<file path="config.mk">
export PLATFORM = sky130hd
export DESIGN_NAME = alu_datapath
export DESIGN_NICKNAME = d
export VERILOG_FILES = /design/src/rtl/alu_datapath_pkg.sv /design/src/rtl/alu_datapath_core.sv /design/src/rtl/alu_datapath.sv
export SDC_FILE = /design/constraint.sdc
export NUM_CORES = 1
export LEC_CHECK = 0
export CAP_MARGIN = 25
export CELL_PAD_IN_SITES_DETAIL_PLACEMENT = 0
export CELL_PAD_IN_SITES_GLOBAL_PLACEMENT = 1
export CORE_ASPECT_RATIO = 1.4
export CORE_MARGIN = 2
export CORE_UTILIZATION = 40
export DETAILED_ROUTE_END_ITERATION = 10
export GPL_ROUTABILITY_DRIVEN = 0
export GPL_TIMING_DRIVEN = 0
export PLACE_DENSITY = 0.83
export SETUP_SLACK_MARGIN = 0.5
export SYNTH_ARGS = -nofsm -noshare
export SYNTH_HDL_FRONTEND = slang
export SYNTH_SLANG_ARGS = --single-unit
</file>
<file path="constraint.sdc">
create_clock -name clk -period 2.8 [get_ports clk]
set_input_delay 0.42 -clock clk [delete_from_list [all_inputs] [get_ports clk]]
set_output_delay 0.42 -clock clk [all_outputs]
set_load 0.05 [all_outputs]
</file>
<file path="src/rtl/alu_datapath_pkg.sv">
// Shared constants for the ALU datapath responder:
// opcodes, strobe-sequence tracker states and flag bit positions.
package alu_datapath_pkg;

    localparam logic [3:0] OP_ADD = 4'b1000;
    localparam logic [3:0] OP_SUB = 4'b1001;
    localparam logic [3:0] OP_AND = 4'b1010;
    localparam logic [3:0] OP_OR  = 4'b1011;
    localparam logic [3:0] OP_XOR = 4'b1100;
    localparam logic [3:0] OP_SHL = 4'b1101;
    localparam logic [3:0] OP_SHR = 4'b1110;

    typedef enum logic [1:0] {
        IDLE,
        GOT_A,
        GOT_AB,
        RESULT
    } trk_state_t;

    localparam int FLAG_Z = 0;
    localparam int FLAG_C = 1;
    localparam int FLAG_N = 2;
    localparam int FLAG_V = 3;

endpackage

</file>
<file path="src/rtl/alu_datapath_core.sv">
// Combinational ALU: opcode and operands in, result and Z/C/N/V out.
// Undefined opcodes yield a zero result and raise bad_op.
module alu_core
    import alu_datapath_pkg::*;
#(
    parameter int W = 16
) (
    input  logic [3:0]   opcode,
    input  logic [W-1:0] a,
    input  logic [W-1:0] b,
    output logic [W-1:0] r,
    output logic [3:0]   flags,
    output logic         bad_op
);

    logic [W:0] sum;
    logic [W:0] diff;
    logic       c;
    logic       v;

    assign sum  = {1'b0, a} + {1'b0, b};
    assign diff = {1'b0, a} - {1'b0, b};

    always_comb begin
        r      = '0;
        c      = 1'b0;
        v      = 1'b0;
        bad_op = 1'b0;
        case (opcode)
            OP_ADD: begin
                r = sum[W-1:0];
                c = sum[W];
                v = (a[W-1] == b[W-1]) && (sum[W-1] != a[W-1]);
            end
            OP_SUB: begin
                r = diff[W-1:0];
                // top bit of the widened difference is the borrow
                c = diff[W];
                v = (a[W-1] != b[W-1]) && (diff[W-1] != a[W-1]);
            end
            OP_AND: r = a & b;
            OP_OR:  r = a | b;
            OP_XOR: r = a ^ b;
            OP_SHL: begin
                r = {a[W-2:0], 1'b0};
                c = a[W-1];
            end
            OP_SHR: begin
                r = {1'b0, a[W-1:1]};
                c = a[0];
            end
            default: bad_op = 1'b1;
        endcase
    end

    always_comb begin
        flags         = '0;
        flags[FLAG_Z] = (r == '0);
        flags[FLAG_C] = c;
        flags[FLAG_N] = r[W-1];
        flags[FLAG_V] = v;
    end

endmodule

</file>
<file path="src/rtl/alu_datapath.sv">
// ALU responder: captures operands from the bus, registers the result,
// drives it back on request and flags out-of-order control strobes.
module alu_datapath
    import alu_datapath_pkg::*;
#(
    parameter int W = 16
) (
    input  logic         clk,
    input  logic         rst,
    input  logic [3:0]   opcode,
    input  logic         ALUin0,
    input  logic         ALUin1,
    input  logic         ALUoutlatch,
    input  logic         ALUoutEN,
    input  logic         done,
    input  logic         err_clr,
    input  logic [W-1:0] bus_in,
    output logic [W-1:0] bus_out,
    output logic         bus_oe,
    output logic         flag_z,
    output logic         flag_c,
    output logic         flag_n,
    output logic         flag_v,
    output logic         res_valid,
    output logic         proto_err
);

    trk_state_t   state;
    trk_state_t   next_state;
    logic [W-1:0] a_q;
    logic [W-1:0] b_q;
    logic [W-1:0] r_q;
    logic [3:0]   flags_q;
    logic [W-1:0] alu_r;
    logic [3:0]   alu_flags;
    logic         bad_op;
    logic         err_set;
    logic         valid_set;
    logic         valid_clr;

    alu_core #(.W(W)) u_core (
        .opcode (opcode),
        .a      (a_q),
        .b      (b_q),
        .r      (alu_r),
        .flags  (alu_flags),
        .bad_op (bad_op)
    );

    always_ff @(posedge clk or posedge rst) begin
        if (rst) begin
            state <= IDLE;
        end else begin
            state <= next_state;
        end
    end

    // ALUin0 always restarts the sequence, whatever else is strobed
    always_comb begin
        next_state = state;
        if (ALUin0) begin
            next_state = GOT_A;
        end else begin
            case (state)
                GOT_A:   if (ALUin1) next_state = GOT_AB;
                GOT_AB:  if (ALUoutlatch) next_state = RESULT;
                RESULT:  if (done) next_state = IDLE;
                default: next_state = state;
            endcase
        end
    end

    always_comb begin
        err_set = 1'b0;
        if (ALUin1 && !ALUin0 && state != GOT_A)
            err_set = 1'b1;
        if (ALUin0 && ALUin1)
            err_set = 1'b1;
        if (ALUoutlatch && (state != GOT_AB || bad_op))
            err_set = 1'b1;
        valid_clr = ALUin0;
        valid_set = ALUoutlatch && !ALUin0 && state == GOT_AB;
    end

    always_ff @(posedge clk or posedge rst) begin
        if (rst) begin
            a_q       <= '0;
            b_q       <= '0;
            r_q       <= '0;
            flags_q   <= '0;
            res_valid <= 1'b0;
            proto_err <= 1'b0;
        end else begin
            if (ALUin0)
                a_q <= bus_in;
            if (ALUin1)
                b_q <= bus_in;
            if (ALUoutlatch) begin
                r_q     <= alu_r;
                flags_q <= alu_flags;
            end
            if (valid_clr)
                res_valid <= 1'b0;
            else if (valid_set)
                res_valid <= 1'b1;
            if (err_set)
                proto_err <= 1'b1;
            else if (err_clr)
                proto_err <= 1'b0;
        end
    end

    assign bus_oe  = ALUoutEN;
    assign bus_out = ALUoutEN ? r_q : '0;
    assign flag_z  = flags_q[FLAG_Z];
    assign flag_c  = flags_q[FLAG_C];
    assign flag_n  = flags_q[FLAG_N];
    assign flag_v  = flags_q[FLAG_V];

endmodule

</file>
**Word level (Yosys, flattened, before mapping)**

Index checks and enable logic that the tools add are counted.

- Add/sub/neg operators: 2
- Order comparisons: 0
- Shift operators: 0
- Reductions and logical operators: 16
- Multiplexer cells: 17
- Bitwise gates (word level): 3
- Div/mod/pow operators: 0
- Multiply operators: 0
- Equal/unequal tests: 19

Operators with widths:

| operator | count |
|---|---|
| $pmux W16 S7 | 1 |
| $eq A4 B4 Y1 const B | 7 |
| $add A16 B16 Y17 | 1 |
| $sub A16 B16 Y17 | 1 |
| $and A16 B16 Y16 | 1 |
| $logic_not A16 Y1 | 1 |
| $mux W16 | 1 |
| $or A16 B16 Y16 | 1 |
| $xor A16 B16 Y16 | 1 |
| $ne A3 B3 Y1 const B | 3 |
| $logic_and A1 B1 Y1 | 8 |
| $mux W1 | 8 |
| $mux W2 | 4 |
| $reduce_or A7 Y1 | 1 |
| $pmux W2 S3 | 1 |
| $eq A2 B2 Y1 const B | 2 |
| $pmux W1 S4 | 1 |
| $reduce_and A4 Y1 | 1 |
| $reduce_bool A2 Y1 | 2 |
| $reduce_bool A4 Y1 | 1 |
| $ne A1 B1 Y1 | 3 |
| $eq A2 B1 Y1 const B | 1 |
| $ne A2 B1 Y1 const B | 1 |
| $ne A2 B2 Y1 const B | 1 |
| other kinds (4) | 4 |

- Output and inout bits: 23
- Bits in latches: 0
- Memory bits (writable): 0
- Input port bits: 28
- Word-level logic and storage cells: 64
- Memories kept: 0
- ROM bits: 0
- Bits in registers: 56

**Depth between registers and ports, before layout**

- Word-level depth: 7
- Gate-level depth with buffers: 12
- Gate-level depth less buffers: 12

**By module**

A second synthesis with hierarchy kept.

- Cell total of the unflattened synthesis: 573
- Area, all modules: 5,166.2 um2

By module, submodules not included:

| module | cells an instance | area each (um2) | instances | seq. area each (um2) |
|---|---|---|---|---|
| alu_core | 413 | 2,842.7 | 1 | 0.0 |
| alu_datapath | 160 | 2,323.5 | 1 | 1,401.3 |

**Worst setup path before layout**

Ideal clock, no wire load.

- Kind: reg-to-reg
- From: register a_q[0]
- To: register flags_q[0]
- Arrival time: 2.728 ns
- Path buffers: 0
- Library setup time: 0.122 ns
- Path slack: -0.050 ns
- Cell stages (with the launch flop): 12
- Required time: 2.678 ns
- Period minus slack after synthesis: 2.850 ns
- Path through: dfrtp_1 > ha_1 > fa_1 > and3_2 > o21ai_0 > o211ai_1 > a311oi_1 > nor2_1 > o311ai_1 > nor4_1 > and4_1 > a32o_1

- Longest elaborated chain between the ends: 3
- Elaborated cells between the ends (all ways): 7
- Classes of those cells: add/sub (2); mux (1); bitwise (3); reduce/logical (1)

Ends and longest elaborated chain:

| what | RTL line | source |
|---|---|---|
| start, declared | alu_datapath.sv:30 | `logic [W-1:0] a_q;` |
| start signal, assigned | alu_datapath.sv:95 | `a_q <= bus_in;` |
| $sub A16 B16 Y17 (tied with other cells) | alu_datapath_core.sv:22 | `assign diff = {1'b0, a} - {1'b0, b};` |
| $pmux W16 S7 (*) | alu_datapath_core.sv:29 | `case (opcode)` |
| $logic_not A16 Y1 (*) | alu_datapath_core.sv:58 | `flags[FLAG_Z] = (r == '0);` |
| end signal, assigned | alu_datapath.sv:100 | `flags_q <= alu_flags;` |
| end, declared | alu_datapath.sv:33 | `logic [3:0] flags_q;` |

Mark *: on every way between the ends. The rest lies on a longest branch, timed or not.
A chain may end at the register's enable or synchronous reset.

**Worst setup path in the final report**

- From: register b_q[0]
- To: register flags_q[0]

- Longest elaborated chain between the ends: 3
- Elaborated cells between the ends (all ways): 7
- Classes of those cells: add/sub (2); mux (1); bitwise (3); reduce/logical (1)

Ends and longest elaborated chain:

| what | RTL line | source |
|---|---|---|
| start, declared | alu_datapath.sv:31 | `logic [W-1:0] b_q;` |
| start signal, assigned | alu_datapath.sv:97 | `b_q <= bus_in;` |
| $sub A16 B16 Y17 (tied with other cells) | alu_datapath_core.sv:22 |  |
| $pmux W16 S7 (*) | alu_datapath_core.sv:29 |  |
| $logic_not A16 Y1 (*) | alu_datapath_core.sv:58 |  |

Marks and branches as above.

==> impl_metrics.ini <==
[cells_and_area]
diodes = 0
layout_common_cells = nand2_1 (65), o21ai_0 (59), dfrtp_1 (47)
final_cell_count_no_fill = 924
syn_to_final_growth_pct = 37.4
drive_gt1_share_pct = 28.7
layout.nets = 852
multi_input_area_um2 = 4080
fill_cells = 1175
final_area_um2 = 7210
register_area_um2 = 1390
final_common_cell = nand2_1

[cts]
cts_buffers = 5
clockRootBuffer = clkbuf_16
clk_path_buf_depth = 2
insertion_delay_ps = 320
cts_tree = done
cts_hold_buf = 0
h-tree-depth = 2
path_clk_slew_ps = 90
clkSinkCount = 55

[synthesis]
synth_top_family_by_area = compound AO/OA/AOI/OAI gates
async_flop_share_pct = 100
ys_seq_elements = 55
synth_area_um2 = 5250
synth_mux_area_share_pct = 3.50
synthAdderAreaFrac_pct = 13.2
synth-main-ff-cell = dfrtp_1
synth_area_leaders = dfrtp_1 (26%), ha_1 (12%), o21ai_0 (6.3%)
synth_edf_count = 0
synth_compound_area_share_pct = 29.9
netlist.area_leader.share_pct = 26.2
syn-num-nets = 750
ys_seq_area_share_pct = 26.2
synth_cells = 668
yosys.area_share.simple_pct = 19.2
synth_area_leader_cell = dfrtp_1
synthXorXnorAreaFrac_pct = 0
yosysUniqueCellTypes = 74
syn_area_per_cell_um2 = 7.86
synth-warning-count = 0

[sta]
hold_slack_ps = 456
grt_setup_unrepaired = yes
hold_viol = 0
finalCritPeriodShare_pct = 110
fin_tns_setup_ps = -417
clock_skew_ps = 7.33
period_needed_ps = 3080
postLayoutSetupSlackWorst_ps = -278
setup_viol = 3
tightest_slew_ps = 808
relSlewSlack_pct = 46.1
slew_violations = 0
timing.fmax_mhz = 325

[floorplan]
rows = 49
die_area_um2 = 14100
fp.dieW_um = 101
coreArea_um2 = 12800
die_h_um = 140
floorplan.initialDensity_pct = 41.0
io_pins = 51

[drt]
viasPerCell = 6.25
wirelength_um = 19300
num_vias = 5774
wire_per_inst_um = 20.9
route.detailed.drc = 0
ant_nets = 0
drtIter0Drc = 602
first_pass_iters = 5

[pwr]
ir_drop_uv = 254
leakagePower_nw = 3.04
p_per_area_nw_per_um2 = 504
total_power_mw = 3.64

[global_routing]
grt_pass1_wl_um = 29400
grt.overflow.total = 0
grt_max_degree = 34
first_global_vias = 5600
grt.total_usage_pct = 26.6
antenna_found_initial = 0

[critical_path]
worstSetupPathType = flop to flop
critPathArrivalTime_ps = 3330
worstSetupEndpointType = flop
r2r_slack_ps = -280
cp-start-kind = flop
startpoint = b_q[0]$_DFFE_PP0P_
r2r_start = b_q[0]$_DFFE_PP0P_
regToRegEndpoint = flags_q[0]$_DFFE_PP0P_
cp.required_ps = 3050
cp-endpoint = flags_q[0]$_DFFE_PP0P_
crit_path_max_fanout = 3
r2r_cells = 12

[placement]
dp.cells = 870
io_buffers = 48
placed_cell_area_um2 = 6080
hpwl_um = 13800

[job]
cap_viol_max_count = 0

[status]
violations = setup timing
status = complete, but fails checks

[hold_path]
hold_class = input pin to asynchronous set/reset pin
==> per-layer routing <==
metal	global-route usage, %	routed length, um	up-vias
li1	-	-	2619
met1	32.3	7270	2788
met2	45.2	9650	295
met3	3.26	1400	72
met4	14.0	945	0
met5	0	0	-
==> layout make-up <==
class | instances | share of cell area [%]
Sequential cell | 55 | 19.2
Buffer | 43 | 3.87
Tap cell | 153 | 2.65
Timing Repair Buffer | 95 | 12.5
Multi-Input combinational cell | 511 | 56.6
Inverter | 59 | 3.14
Clock buffer | 5 | 1.73
Clock inverter | 3 | 0.312
==> cell families (layout without fill, tap and decap cells) <==
| group | Yosys count | after routing |
|---|---|---|
| buffers and inverters | 102 | 205 |
| adder cells (fa/ha/maj) | 54 | 54 |
| AND/OR/NAND/NOR | 206 | 206 |
| AO/OA/AOI/OAI | 233 | 233 |
| multiplexers | 18 | 18 |
| flip-flops | 55 | 55 |
==> cells in the mapped netlist (3+ instances only) <==
library cell and count:
nand2_1 66, o21ai_0 66, inv_1 59, dfrtp_1 55
ha_1 52, nor2_1 52, a21oi_1 49, clkbuf_1 23
and2_1 20, buf_2 16, mux2i_1 15, a211oi_1 12
nand3_1 12, nor3_1 10, o211ai_1 10, a221o_1 8
nor2b_1 8, o221ai_1 8, a22oi_1 7, nand2b_1 6
nand3b_1 6, a311oi_1 5, a31oi_1 5, o22ai_1 5
a21o_1 4, a41oi_1 4, o2111ai_1 4, or4_1 4
a2111oi_0 3, a211o_1 3, and3_1 3, o21ai_1 3
o21ba_2 3, o311ai_1 3, o41ai_1 3
==> state kept, by name (all words and copies together), names as in the netlist <==
name,flops
a_q,16
r_q,15
state,2
b_q,16
flags_q,4
res_valid,1
proto_err,1
==> how the worst min path moves through the flow <==
stage                                start                      to  slack (ps)  depth (start not counted)
finish                                 rst      a_q[1]$_DFFE_PP0P_         460                          2
global route        flags_q[1]$_DFFE_PP0P_  flags_q[1]$_DFFE_PP0P_         540                          1
CTS                                    rst   proto_err$_DFFE_PP0P_         490                          2
detailed placement   res_valid$_DFFE_PP0P_   res_valid$_DFFE_PP0P_         480                          2
global placement        r_q[0]$_DFFE_PP0P_      r_q[0]$_DFFE_PP0P_         460                          2
floorplan               r_q[0]$_DFFE_PP0P_      r_q[0]$_DFFE_PP0P_         450                          2
==> critical path: stages, from the launching register on <==
cell and delay [ps]:
dfrtp_1 440, buf_6 150, ha_4 150, fa_2 340, o21ba_4 250, o2111ai_4 230
o311ai_4 160, a221o_1 400, a21oi_2 200, nand3_1 120, nor4_2 180, and4_1 230
a32o_1 160
==> stage by stage <==
stage | util [%] | setup WS (ps)
after floorplan | - | 171
after global routing | 56.3 | -368
after global placement | 47.3 | -937
after detailed placement | 47.4 | -942
final | 56.3 | -278
after CTS | 53.7 | -214
==> report_power, final <==
group          internal, mW  leakage, nW  switching (mW)  total (mW)
clock                 0.338       0.0742           0.361       0.699
combinational         0.819         2.31            1.13        1.95
sequential            0.900        0.655          0.0894       0.990
total                  2.06         3.04            1.58        3.64
==> timing repair <==
| item | 4_1_cts | 5_1_grt |
|---|---|---|
| gates resized for setup | 138 | 60 |
| setup endpoints to repair | 34 | 25 |
| pin swaps | 31 | 40 |
| buffers inserted | 35 | 11 |
Note: power is estimated with default switching activity, not from simulation.
==> edit 1: new RTL, same flow settings <==
`W` is set to 16 in 2 places; all go to 32.
--- a/src/rtl/alu_datapath_core.sv
+++ b/src/rtl/alu_datapath_core.sv
@@ -5,3 +5,3 @@
 #(
-    parameter int W = 16
+    parameter int W = 32
 ) (
--- a/src/rtl/alu_datapath.sv
+++ b/src/rtl/alu_datapath.sv
@@ -5,3 +5,3 @@
 #(
-    parameter int W = 16
+    parameter int W = 32
 ) (
Interface: changed (resized bus_in and bus_out); port bits go from 51 to 83. The function was not compared with the original's and may differ.
==> edit 1 against the unedited design <==
- largest power group unchanged
- the flow still finishes with violations (negative setup slack)
- wire length rose to 2.6 times the old value
- core utilization grew 2.3 points
- sequential cell count grew 48
- area after synthesis grew 110%
- setup slack lost 0.41 ns
- final area grew 120%
- critical path type unchanged
- synthesized cell count grew 110%
- power grew 110%
==> edit 1: results (changes against the unedited design) <==
----------------------------------------------------
[Status]
  Result of the run ... complete, but fails checks
  Violations in the final reports ... negative setup slack

[Setup path]
  R2R cell count ... 15 (+3)
  Crit path DAT ... 3.76 ns (+0.43 ns)
  Biggest fanout along the worst timing path ... 4 (+1)
  Cell with the largest stage delay on the worst path ... sky130_fd_sc_hd__dfrtp_2

[Global routing]
  Overall track demand over capacity in global routing ... 0.342 (+0.0764)
  First-pass GRT wire length ... 72.2 mm (+150%)
  Met1 demand-to-capacity share in global routing ... 0.353 (+0.0297)
  Via count of the first global-routing pass ... 12400 (+120%)
  Largest net degree at the start of global routing ... 41 (+21%)
  Met2 routing resource usage after global routing ... 0.568 (+0.116)

[Route]
  Average routed wire per standard cell ... 24.6 um (+18%)
  Final wirelength ... 49.9 mm (+160%)
  Drt pass-1 iters ... 8 (+3)
  Wire length on met1 ... 17.0 mm (+130%)
  Number of vias per cell after detailed routing ... 6.32 (+1.1%)
  Amount of wire on met2 after detailed routing ... 24.0 mm (+150%)
  Routed wl met3 ... 3.33 mm (+140%)

[Logic synthesis]
  Largest cells by area after synthesis ... sky130_fd_sc_hd__dfrtp_1, sky130_fd_sc_hd__ha_1, sky130_fd_sc_hd__nand2_1
  Number of standard cells after synthesis ... 1431 (+110%)
  Synthesized netlist net count ... 1585 (+110%)
  Portion of the post-synthesis area used by sequential elements ... 0.238 (-0.0240)
  Netlist cell types ... 83 (+12%)
  Commonest cells post-synth ... sky130_fd_sc_hd__nand2_1, sky130_fd_sc_hd__nor2_1, sky130_fd_sc_hd__o21ai_0, sky130_fd_sc_hd__a21oi_1

[Clock tree]
  Clk Latency, worst-skew pair ... 0.40 ns (+0.08 ns)
  TritonCTS buffer count ... 9 (+4)
  CTS H-tree depth ... 3 (+1)

[Finish]
  Registers with the highest flip-flop counts ... a_q (32), b_q (32), r_q (31)
  Net count of the finished layout ... 1809 (+110%)

[STA]
  Setup_tns ... -3.81 ns (-3.39 ns)
  Final worst slack ... -0.692 ns (-0.414 ns)
  Count of endpoints failing setup in the final report ... 18 (+15)
  Fin Clk Skew ... 0.0169 ns (+0.00959 ns)
  Worst relative slew slack ... 0.413 (-0.0479)

[Power]
  Pleak ... 0.00651 uW (+110%)
  Combinational group share of total power ... 0.589 (+0.053)
  Peak supply drop ... 0.000351 V (+38%)

[Placement]
  Post-Place Worst Slack ... -1.72 ns (-0.782 ns)

----------------------------------------------------
==> edit 1: layout make-up <==
type                            instances  area [um^2]
Fill cell                            2334        11100
Timing Repair Buffer                  213         1950
Inverter                              109          432
Tap cell                              365          457
Buffer                                 93          681
Multi-Input combinational cell       1126         9270
Clock buffer                            9          225
Clock inverter                          7         56.3
Sequential cell                       103         2610
==> edit 1: timing repair <==
item	4_1_cts	5_1_grt
setup buffers	88	38
pin swaps	70	77
gates resized for setup	364	170
endpoints found under the hold margin	0	0
hold buffers	0	0
cloned	1	1
setup endpoints to repair	70	57
==> edit 1: worst min path at each step <==
stage	end	slack, ns	cells after the start
floorplan	r_q[6]$_DFFE_PP0P_	0.44	1
global placement	r_q[6]$_DFFE_PP0P_	0.46	1
detailed placement	r_q[6]$_DFFE_PP0P_	0.46	1
CTS	r_q[6]$_DFFE_PP0P_	0.48	1
global route	r_q[23]$_DFFE_PP0P_	0.50	1
finish	b_q[29]$_DFFE_PP0P_	0.47	2
==> edit 1: kinds of logic (layout without fill, tap and decap cells) <==
kind of cell / after synthesis / after routing / share of synthesized area
flip-flops: 103 / 103 / 0.238
multiplexers: 31 / 31 / 0.0304
AND/OR/NAND/NOR: 487 / 487 / 0.219
adder cells (fa/ha/maj): 110 / 110 / 0.129
AO/OA/AOI/OAI: 491 / 491 / 0.306
buffers and inverters: 202 / 431 / 0.0729
XOR/XNOR: 7 / 7 / 0.00566
==> edit 1: stage by stage <==
step / instance area [um^2] / total power (uW) / hold WS [ns]
after global routing: 15700 / 7990 / 0.502
final: 15700 / 7680 / 0.465
after detailed placement: 12600 / 5180 / 0.464
after global placement: 12600 / 5140 / 0.459
after floorplan: 11300 / 4130 / 0.443
after CTS: 14700 / 7110 / 0.480
==> edit 2: new RTL, same settings <==
Without the edit above. Make the reset (`rst`) synchronous in 2 clocked blocks.
--- a/src/rtl/alu_datapath.sv
+++ b/src/rtl/alu_datapath.sv
@@ -49,3 +49,3 @@
 
-    always_ff @(posedge clk or posedge rst) begin
+    always_ff @(posedge clk) begin
         if (rst) begin
@@ -84,3 +84,3 @@
 
-    always_ff @(posedge clk or posedge rst) begin
+    always_ff @(posedge clk) begin
         if (rst) begin
Formal check against the unedited RTL: differs if rst is asserted again (counterexample within 4 cycles, from zero or initial values and one cycle with rst high); with rst held inactive, the same outputs for 4 cycles.
==> edit 2 against the unedited design <==
- the run still ends with negative setup slack left
- sequential cell count stayed put
- clock skew is 0.0011 ns lower
- setup slack better by 0.22 ns
- die area is 3.8% lower
- final area is 2.3% lower
- area after synthesis is 3.9% lower
- final cell count is 6.0% lower
- wire length is 8.6% lower
- critical path depth is 1 higher
- synthesized cell count is 8.2% lower
- sequential power is 12% lower
- power is 26% lower
- largest power group unchanged
- highest routed layer unchanged
==> edit 2: results (changes against the unedited design) <==
----------------------------------------------------
[Route]
  Total vias in the final route ... 5352 (-7.3%)
  Amount of wire on met2 after detailed routing ... 8.93 mm (-7.5%)
  Number of violations reported at the end of detailed-routing iteration 0 ... 475 (-21%)
  Final wirelength ... 17.6 mm (-8.6%)
  Wire length on met1 ... 6.41 mm (-12%)

[Power]
  Peak supply drop ... 0.000293 V (+15%)
  Combinational power ... 1130 uW (-42%)
  Pwr per Cell Area ... 379 mW/mm^2 (-25%)
  Internal Pwr Total ... 1660 uW (-19%)
  Proportion of power drawn by the clock network ... 0.253 (+0.061)

[Global routing]
  First-pass GRT wire length ... 26.5 mm (-10%)
  GR met3 Demand/Resource ... 0.0368 (+0.00413)
  Met2 routing resource usage after global routing ... 0.458 (+0.00605)
  Largest net degree at the start of global routing ... 20 (-41%)
  Overall track demand over capacity in global routing ... 0.250 (-0.0158)

[STA]
  Hold slack ... 0.459 ns (+0.00310 ns)
  Worst relative slew slack ... 0.392 (-0.0694)
  Count of endpoints failing setup in the final report ... 2 (-1)
  Final worst slack ... -0.0623 ns (+0.216 ns)

[Setup path]
  Start point of the critical path ... a_q[0]$_SDFFE_PP0P_
  Biggest fanout along the worst timing path ... 4 (+1)

[Placement]
  Area after detailed placement ... 0.00578 mm^2 (-5.0%)
  Port-buffer cells ... 47 (-2.1%)
  Detailed placement HPWL ... 12.3 mm (-11%)
  Number of placed instances, taps included ... 810 (-6.9%)

[Logic synthesis]
  Async S/R FF share, synth ... 0 (-1.00)
  Mean area per synthesized cell ... 8.23 um^2 (+4.7%)
  Xor/xnor cell area share of the yosys netlist ... 0.0122 (+0.0122)
  Portion of the post-synthesis area used by sequential elements ... 0.218 (-0.0439)
  Post-synthesis share of cell area spent on full adders, half adders and majority gates ... 0.129 (-0.00209)
  Compound-gate portion of the synthesized area ... 0.247 (-0.0526)
  Netlist cell types ... 90 (+22%)
  Fraction of post-synthesis cell area in the top cell type by area ... 0.218 (-0.0439)

[Status]
  Violations in the final reports ... negative setup slack
  Result of the run ... complete, but fails checks

[Hold path]
  Kind of path behind the tightest hold check ... in2reg

[Finish]
  Final standard cell count with taps included and fillers excluded ... 869 (-6.0%)
  Total of fill cells in the finished design ... 1090 (-7.2%)

----------------------------------------------------
-- edit 2: final timing paths --
| kind | endpoint | cells after the start |
|---|---|---|
| worst max-delay path | flags_q[1]$_SDFFE_PP0P_ | 13 |
| worst min-delay path | flags_q[3]$_SDFFE_PP0P_ | 3 |
| worst max register to register | flags_q[1]$_SDFFE_PP0P_ | 13 |
| worst min register to register | flags_q[3]$_SDFFE_PP0P_ | 2 |
-- edit 2: final cells by class --
| cell class | instances | area (um^2) | area share |
|---|---|---|---|
| multi-input combinational | 469 | 4120 | 0.585 |
| sequential | 55 | 1160 | 0.164 |
| timing repair buffer | 98 | 888 | 0.126 |
| buffer | 43 | 357 | 0.0506 |
| inverter | 46 | 188 | 0.0266 |
| tap | 150 | 188 | 0.0266 |
| clock buffer | 5 | 125 | 0.0178 |
| clock inverter | 3 | 26.3 | 0.00373 |
-- edit 2: what timing repair did --
item,in CTS,in global routing
resized for setup,157,43
buffers inserted,45,6
endpoints found under the setup margin,38,24
pin swaps,54,19
